===== src/rtl/three_way_bus_arbiter_pkg.sv =====
// Shared types and constants for the three-way round-robin bus arbiter.
package arb_pkg;

    localparam int DATA_W = 9;

    typedef logic [1:0] sel_t;

    localparam sel_t SEL_REQ0 = 2'b00;
    localparam sel_t SEL_REQ1 = 2'b01;
    localparam sel_t SEL_REQ2 = 2'b10;

    typedef enum logic {
        IDLE = 1'b0,
        BUSY = 1'b1
    } state_t;

    function automatic logic [2:0] sel_onehot(input sel_t s);
        logic [2:0] r;
        case (s)
            SEL_REQ0: r = 3'b001;
            SEL_REQ1: r = 3'b010;
            SEL_REQ2: r = 3'b100;
            default:  r = 3'b000;
        endcase
        return r;
    endfunction

endpackage


===== src/rtl/three_way_bus_arbiter_mux3.sv =====
// Three-input word mux shared by the datapath; select 2'b11 yields zero.
module mux3_9
    import arb_pkg::*;
#(
    parameter int WIDTH = DATA_W
) (
    input  sel_t             sel,
    input  logic [WIDTH-1:0] in0,
    input  logic [WIDTH-1:0] in1,
    input  logic [WIDTH-1:0] in2,
    output logic [WIDTH-1:0] out
);

    always_comb begin
        out = '0;
        case (sel)
            SEL_REQ0: out = in0;
            SEL_REQ1: out = in1;
            SEL_REQ2: out = in2;
            default:  out = '0;
        endcase
    end

endmodule


===== src/rtl/three_way_bus_arbiter_rr_pick.sv =====
// Round-robin winner selection: priority starts just after last_grant.
module rr_pick
    import arb_pkg::*;
(
    input  logic [2:0] req,
    input  sel_t       last_grant,
    output logic       any,
    output sel_t       winner
);

    always_comb begin
        any    = |req;
        winner = SEL_REQ0;
        case (last_grant)
            SEL_REQ0: begin
                if (req[1])      winner = SEL_REQ1;
                else if (req[2]) winner = SEL_REQ2;
                else             winner = SEL_REQ0;
            end
            SEL_REQ1: begin
                if (req[2])      winner = SEL_REQ2;
                else if (req[0]) winner = SEL_REQ0;
                else             winner = SEL_REQ1;
            end
            default: begin
                if (req[0])      winner = SEL_REQ0;
                else if (req[1]) winner = SEL_REQ1;
                else             winner = SEL_REQ2;
            end
        endcase
    end

endmodule


===== src/rtl/three_way_bus_arbiter.sv =====
// Round-robin arbiter: captures the winning word and offers it downstream
// on a valid/ready handshake, acking the source on accept.
module three_way_bus_arbiter
    import arb_pkg::*;
#(
    parameter int WIDTH = DATA_W
) (
    input  logic             clk,
    input  logic             rst_n,
    input  logic [2:0]       req,
    input  logic [WIDTH-1:0] data_0,
    input  logic [WIDTH-1:0] data_1,
    input  logic [WIDTH-1:0] data_2,
    output logic [1:0]       sel,
    output logic             out_valid,
    output logic [WIDTH-1:0] out_data,
    input  logic             out_ready,
    output logic [2:0]       ack
);

    state_t           r_state;
    state_t           w_state_nxt;
    sel_t             r_sel;
    sel_t             w_sel_nxt;
    sel_t             r_last;
    sel_t             w_last_nxt;
    logic [WIDTH-1:0] r_data;
    logic [WIDTH-1:0] w_data_nxt;

    logic [2:0]       w_pick_req;
    sel_t             w_pick_last;
    logic             w_any;
    sel_t             w_winner;
    logic [WIDTH-1:0] w_mux;

    // On an accept the just-served source is masked and the pointer
    // advances to it, so the pick already reflects the updated order.
    always_comb begin
        w_pick_req  = req;
        w_pick_last = r_last;
        if (r_state == BUSY) begin
            w_pick_req  = req & ~sel_onehot(r_sel);
            w_pick_last = r_sel;
        end
    end

    rr_pick u_pick (
        .req        (w_pick_req),
        .last_grant (w_pick_last),
        .any        (w_any),
        .winner     (w_winner)
    );

    mux3_9 #(
        .WIDTH (WIDTH)
    ) u_mux (
        .sel (w_winner),
        .in0 (data_0),
        .in1 (data_1),
        .in2 (data_2),
        .out (w_mux)
    );

    always_comb begin
        w_state_nxt = r_state;
        w_sel_nxt   = r_sel;
        w_last_nxt  = r_last;
        w_data_nxt  = r_data;
        case (r_state)
            IDLE: begin
                if (w_any) begin
                    w_state_nxt = BUSY;
                    w_sel_nxt   = w_winner;
                    w_data_nxt  = w_mux;
                end
            end
            BUSY: begin
                if (out_ready) begin
                    w_last_nxt = r_sel;
                    if (w_any) begin
                        w_sel_nxt  = w_winner;
                        w_data_nxt = w_mux;
                    end else begin
                        w_state_nxt = IDLE;
                    end
                end
            end
            default: w_state_nxt = IDLE;
        endcase
    end

    always_ff @(posedge clk) begin
        if (!rst_n) begin
            r_state <= IDLE;
            r_sel   <= SEL_REQ0;
            r_last  <= SEL_REQ2;
            r_data  <= '0;
        end else begin
            r_state <= w_state_nxt;
            r_sel   <= w_sel_nxt;
            r_last  <= w_last_nxt;
            r_data  <= w_data_nxt;
        end
    end

    assign out_valid = (r_state == BUSY);
    assign sel       = r_sel;
    assign out_data  = r_data;
    assign ack       = (out_valid && out_ready) ? sel_onehot(r_sel) : 3'b000;

endmodule


===== config.mk =====
export PLATFORM = sky130hd
export DESIGN_NAME = three_way_bus_arbiter
export DESIGN_NICKNAME = d
export VERILOG_FILES = /design/src/rtl/three_way_bus_arbiter_pkg.sv /design/src/rtl/three_way_bus_arbiter_mux3.sv /design/src/rtl/three_way_bus_arbiter_rr_pick.sv /design/src/rtl/three_way_bus_arbiter.sv
export SDC_FILE = /design/constraint.sdc
export NUM_CORES = 1
export LEC_CHECK = 0
export ABC_CLOCK_PERIOD_IN_PS = 4000
export CAP_MARGIN = 5
export CORE_ASPECT_RATIO = 1.25
export CORE_MARGIN = 5
export CORE_UTILIZATION = 41
export DETAILED_ROUTE_END_ITERATION = 10
export PLACE_DENSITY = 0.84
export SETUP_SLACK_MARGIN = 0.3
export SLEW_MARGIN = 40
export SYNTH_ARGS = -nofsm -noshare
export SYNTH_HDL_FRONTEND = slang
export SYNTH_SLANG_ARGS = --single-unit

===== constraint.sdc =====
create_clock -name clk -period 4 [get_ports clk]
set_clock_uncertainty 0.1 [all_clocks]
set_input_delay 0.6 -clock clk [delete_from_list [all_inputs] [get_ports clk]]
set_output_delay 0.6 -clock clk [all_outputs]
set_load 0.005 [all_outputs]

## Word level (Yosys, flattened, before mapping)

Cells that the tools add are included.

| storage, ports and cells | value |
|---|---|
| bits in registers | 14 |
| output and inout bits | 15 |
| word-level logic and storage cells | 41 |

| operators by class | value |
|---|---|
| equality and inequality tests | 6 |
| mux-type cells | 22 |
| bitwise gates (word level) | 3 |
| reduce and logical (&&, ||, !) cells | 6 |

Operators with widths:

| kind | number |
|---|---|
| one-hot mux 9 bit (3 select lines) | 1 |
| 2-to-1 mux 9 bit | 2 |
| one-hot mux 9 bit (2 select lines) | 1 |
| 2-to-1 mux 2 bit | 8 |
| 2-to-1 mux 3 bit | 3 |
| one-hot mux 3 bit (3 select lines) | 1 |
| one-hot mux 2 bit (2 select lines) | 2 |
| equality test 2 x 1 -> 1 bit (second input constant) | 3 |
| logical NOT 2 bit | 3 |
| equality test 2 bit (second input constant) | 2 |
| AND 3 bit | 1 |
| 2-to-1 mux 1 bit | 3 |
| NOT 3 bit | 1 |
| OR reduction 3 bit | 1 |
| inequality test 2 bit (second input constant) | 1 |
| one-hot mux 1 bit (2 select lines) | 1 |
| AND reduction 2 bit | 1 |
| logical AND 1 bit | 1 |
| NOT 1 bit | 1 |

## Logic depth before layout (Yosys ltp)

| logic depth | value |
|---|---|
| depth after elaboration | 14 |
| depth in mapped cells | 7 |
| gate-level depth less buffers | 5 |

## By module

A second synthesis with hierarchy kept.

| unflattened totals | value |
|---|---|
| cells, all modules | 107 |
| area, all modules | 944.7 sq um |

Modules (own cells, without submodules):

| module | instances | cells an instance | area each (sq um) | seq. area each (sq um) |
|---|---|---|---|---|
| three_way_bus_arbiter | 1 | 75 | 668.1 | 280.3 |
| mux3_9 | 1 | 22 | 220.2 | 0.0 |
| rr_pick | 1 | 10 | 56.3 | 0.0 |

## Least setup slack after synthesis

OpenSTA, ideal clock, no wires.

| timing path | value |
|---|---|
| path kind | reg2reg |
| from | reg r_state, in the netlist out_valid |
| to | reg r_data[0], in the netlist out_data[0] |
| library setup time | 0.119 ns |
| arrival time | 1.534 ns |
| required time | 3.781 ns |
| path slack | 2.247 ns |
| cell stages (with the launch flop) | 6 |
| buffers on the path | 1 |
| clock period less this slack | 1.753 ns |
| cell sequence | dfxtp_1 -> mux2_2 -> a311o_1 -> buf_6 -> a221oi_2 -> o2bb2ai_1 |

| on the way | value |
|---|---|
| word-level cells in the longest chain between the ends | 9 |
| elaborated cells between the ends (all ways) | 21 |

RTL lines:

| element | RTL line | text |
|---|---|---|
| from (decl) | three_way_bus_arbiter.sv:21 | `state_t r_state;` |
| from (signal assigned) | three_way_bus_arbiter.sv:99 | `r_state <= w_state_nxt;` |
| 2-to-1 mux 3 bit | three_way_bus_arbiter.sv:41 | `if (r_state == BUSY) begin` |
| 2-to-1 mux 2 bit (tied with other cells) | three_way_bus_arbiter_rr_pick.sv:27 | `else if (req[1]) winner = SEL_REQ1;` |
| 2-to-1 mux 2 bit, on equally long branches | three_way_bus_arbiter_rr_pick.sv:26, three_way_bus_arbiter_rr_pick.sv:16, three_way_bus_arbiter_rr_pick.sv:21 |  |
| one-hot mux 2 bit (2 select lines) | three_way_bus_arbiter_rr_pick.sv:14 | `case (last_grant)` |
| equality test 2 bit (tied with other cells) | three_way_bus_arbiter_mux3.sv:16 | `case (sel)` |
| one-hot mux 9 bit (3 select lines) | three_way_bus_arbiter_mux3.sv:16 |  |
| 2-to-1 mux 9 bit | three_way_bus_arbiter.sv:71, three_way_bus_arbiter.sv:80 |  |
| 2-to-1 mux 9 bit | three_way_bus_arbiter.sv:78 | `if (out_ready) begin` |
| one-hot mux 9 bit (2 select lines) | three_way_bus_arbiter.sv:69 | `case (r_state)` |
| to (signal assigned) | three_way_bus_arbiter.sv:102 | `r_data <= w_data_nxt;` |
| to (decl) | three_way_bus_arbiter.sv:27 | `logic [WIDTH-1:0] r_data;` |

Parallel ways exist; a longest one is shown, timed or not. The select of a mux whose other input is x is not followed.
A chain may end at the register's enable or synchronous reset.

## Final worst setup path

| timing path | value |
|---|---|
| from | in out_ready |
| to | out ack[1] |

| on the way | value |
|---|---|
| word-level cells in the longest chain between the ends | 2 |

RTL lines:

| element | RTL line | text |
|---|---|---|
| from (decl) | three_way_bus_arbiter.sv:17 | `input logic out_ready,` |
| logical AND 1 bit | three_way_bus_arbiter.sv:109 | `assign ack = (out_valid && out_ready) ? sel_onehot(r_sel) : 3'b000;` |
| 2-to-1 mux 3 bit | three_way_bus_arbiter.sv:109 |  |
| to (decl) | three_way_bus_arbiter.sv:18 | `output logic [2:0] ack` |

No other way between the ends.

==> flow_summary.toml <==
[floorplan]
die_height_microns = 62.2
dieArea_sq_um = 3220
rows = 19
core_region_area_sq_um = 2140
die_w_microns = 51.8
initial_utilization = 0.418
io_pins = 48

[setup_path]
critPathRequiredTime_ns = 3.30
r2r-end = "out_data[2]$_SDFFE_PN0P_"
endpoint = "ack[1]"
start_kind = "input pin"
cpMostUsedCell = "clkdlybuf4s50_1"
cp_max_fo = 4
cp.arrival_ns = 2.01
critPathKind = "input pin to output port"
startpoint = "out_ready"
crit_chain = "clkdlybuf4s50_1 -> nand2_1 -> nor2_1 -> and2_1 -> clkdlybuf4s50_1"
r2r_setup_slack_ns = 1.69
r2r_cells = 5
endpoint_kind = "output port"
cp_slowest_cell = "clkdlybuf4s50_1"
worstReg2RegStart = "out_valid$_SDFF_PN0_"
cp_slowest_stage_delay_ns = 0.53

[sta]
setup_viol = 0
rsz0062_at_grt = "no"
finalHoldViolCount = 0
period_minus_slack_ns = 2.71
fin_crit_sh = 0.678
slew_violations = 0
max_slew_margin = 0.580
setup_ws_ns = 1.29
fin_setup_tns_ns = 0
fmax_mhz = 369
tightest_slew_ns = 0.618

[worst_hold_path]
hold_path_class = "flip-flop to flip-flop"
min-delay-start = "out_data[6]$_SDFFE_PN0P_"

[clocking]
cts_tree = "done"
cts.path.max_buffers = 2
clk_pin_slew_ns = 0.09
clock_sinks = 14
ctsHoldBuffers = 0
root_buffer = "clkbuf_4"
htree_num_levels = 1
cts_inserted_buffers = 3
cts_resized = 0
postCtsSetupBuffers = 0
clk_latency_ns = 0.29

[synth]
postSynth.asyncResetShare = 0
ys.warnings.count = 0
yosysUniqueCellTypes = 33
synth_area_sq_um = 893
synth_area_per_cell_sq_um = 10.0
synth_ff_type = "dfxtp_1"
synth_edf_count = 0
seq_area_frac_synth = 0.314
synth_nets = 122
ys_ff_latch = 14
syn-instance-count = 89

[placed_design]
place_congestion = 0.842
hpwl_microns = 2050
dp_slack_ns = 1.30
port_buffers = 47

[drt]
antenna_left = 0
firstDrtPassIters = 4
drc_errors = 0
wl_microns = 2670
vias_per_cell = 5.83
num_vias = 903
post_drt_wl_per_cell_microns = 17.2
dr.first_iter.drc_count = 13

[global_route]
grt_pass1_vias = 980
antenna_found_initial = 0
grt_first_pass_wirelength_microns = 4180
grt_max_degree = 15
grt_use_total = 0.168
globalRouteOverflowTotal = 0

[final_layout]
nFillCells = 190
diodes = 0
drive_gt1_frac = 0.134
multi_input_area_sq_um = 559
syn_to_final_growth_pct = 54.9
final-seq-area_sq_um = 280
layout.nets = 168

[run]
maxCapViolCount = 0

[power]
ir_drop_uv = 222
leakage_nw = 0.467
power.density_nw_per_um2 = 322

[status]
outcome = "complete, no violations"
## per-layer routing
metal,part of all wire,up-vias,track usage
li1,-,439,-
met3,0.085,6,0.0526
met5,0,-,0
met2,0.49,45,0.288
met1,0.41,413,0.180
met4,0.016,0,0.0820
## metrics by stage
step	utilization	area [sq um]	power, mW	cells	hold WS, ns
floorplan	-	893	0.263	89	0.356
global placement	0.630	1350	0.338	151	0.347
detailed placement	0.630	1350	0.343	151	0.352
CTS	0.647	1380	0.447	155	0.380
global route	0.647	1380	0.467	155	0.390
finish	0.647	1380	0.445	155	0.372
## placed cells by master (no fill, tap or decap), drive strengths merged
cell,n
mux2i,3
nor3b,10
o32ai,1
dfxtp,14
nand3b,2
nor2,3
clkbuf,4
a311o,1
nor2b,3
nand3,1
mux2,1
a22oi,2
nand2,4
or3,1
inv,3
a211oi,1
or3b,1
and2,2
a21oi,2
o2bb2ai,9
a221oi,9
clkdlybuf4s50,47
o21a,1
nand2b,1
a21boi,3
o21ai,3
nor3,2
## worst min path at each step
stage	endpoint	cells past startpoint	slack, ns
finish	out_data[6]$_SDFFE_PN0P_	1	0.37
CTS	out_data[6]$_SDFFE_PN0P_	1	0.38
global route	out_data[3]$_SDFFE_PN0P_	1	0.39
floorplan	out_data[0]$_SDFFE_PN0P_	1	0.36
global placement	out_data[4]$_SDFFE_PN0P_	1	0.35
detailed placement	out_data[7]$_SDFFE_PN0P_	1	0.35
## cells in the mapped netlist, types with 2 or more instances
library cell	number	area, sq um
and2_1	2	12.5
nand3b_1	2	15.0
nor3b_1	10	75.1
a21oi_1	2	10.0
inv_1	3	11.3
nand2_1	4	15.0
o21ai_0	2	10.0
dfxtp_1	14	280
buf_6	2	22.5
nor2_1	2	7.51
buf_2	3	15.0
o2bb2ai_1	9	78.8
mux2i_1	2	20.0
nor2b_1	3	18.8
a22oi_1	2	15.0
a21boi_0	2	15.0
a221oi_2	9	135
## sequential cells by signal (all words and copies together) (netlist names)
signal     flops
out_data       9
sel            2
r_last         2
out_valid      1
## kinds of logic (layout without fill, tap and decap cells)
logic type             Yosys count  in the layout  share of synthesized area
AO/OA/AOI/OAI                   32             32                      0.356
AND/OR/NAND/NOR                 30             30                      0.220
flip-flops                      14             14                      0.314
buffers and inverters            9             54                     0.0602
multiplexers                     4              4                     0.0504
## power breakdown
| group | internal (mW) | leakage (nW) | switching [mW] |
|---|---|---|---|
| logic | 0.0974 | 0.330 | 0.0703 |
| registers | 0.156 | 0.116 | 0.0159 |
| clock network | 0.0555 | 0.0210 | 0.0502 |
## worst max-delay path: cells and delay by family
kind | cells | cell delay, ns
AND/OR/NAND/NOR | 3 | 0.39
buffers and inverters | 2 | 1.02
## cell type report
class / instances / area share
flip-flops and latches: 14 / 0.203
repair buffers: 47 / 0.340
well taps: 21 / 0.0190
inverters: 3 / 0.00814
multi-input cells: 66 / 0.404
clock buffers: 4 / 0.0262
Note: power is estimated with default switching activity, not from simulation.
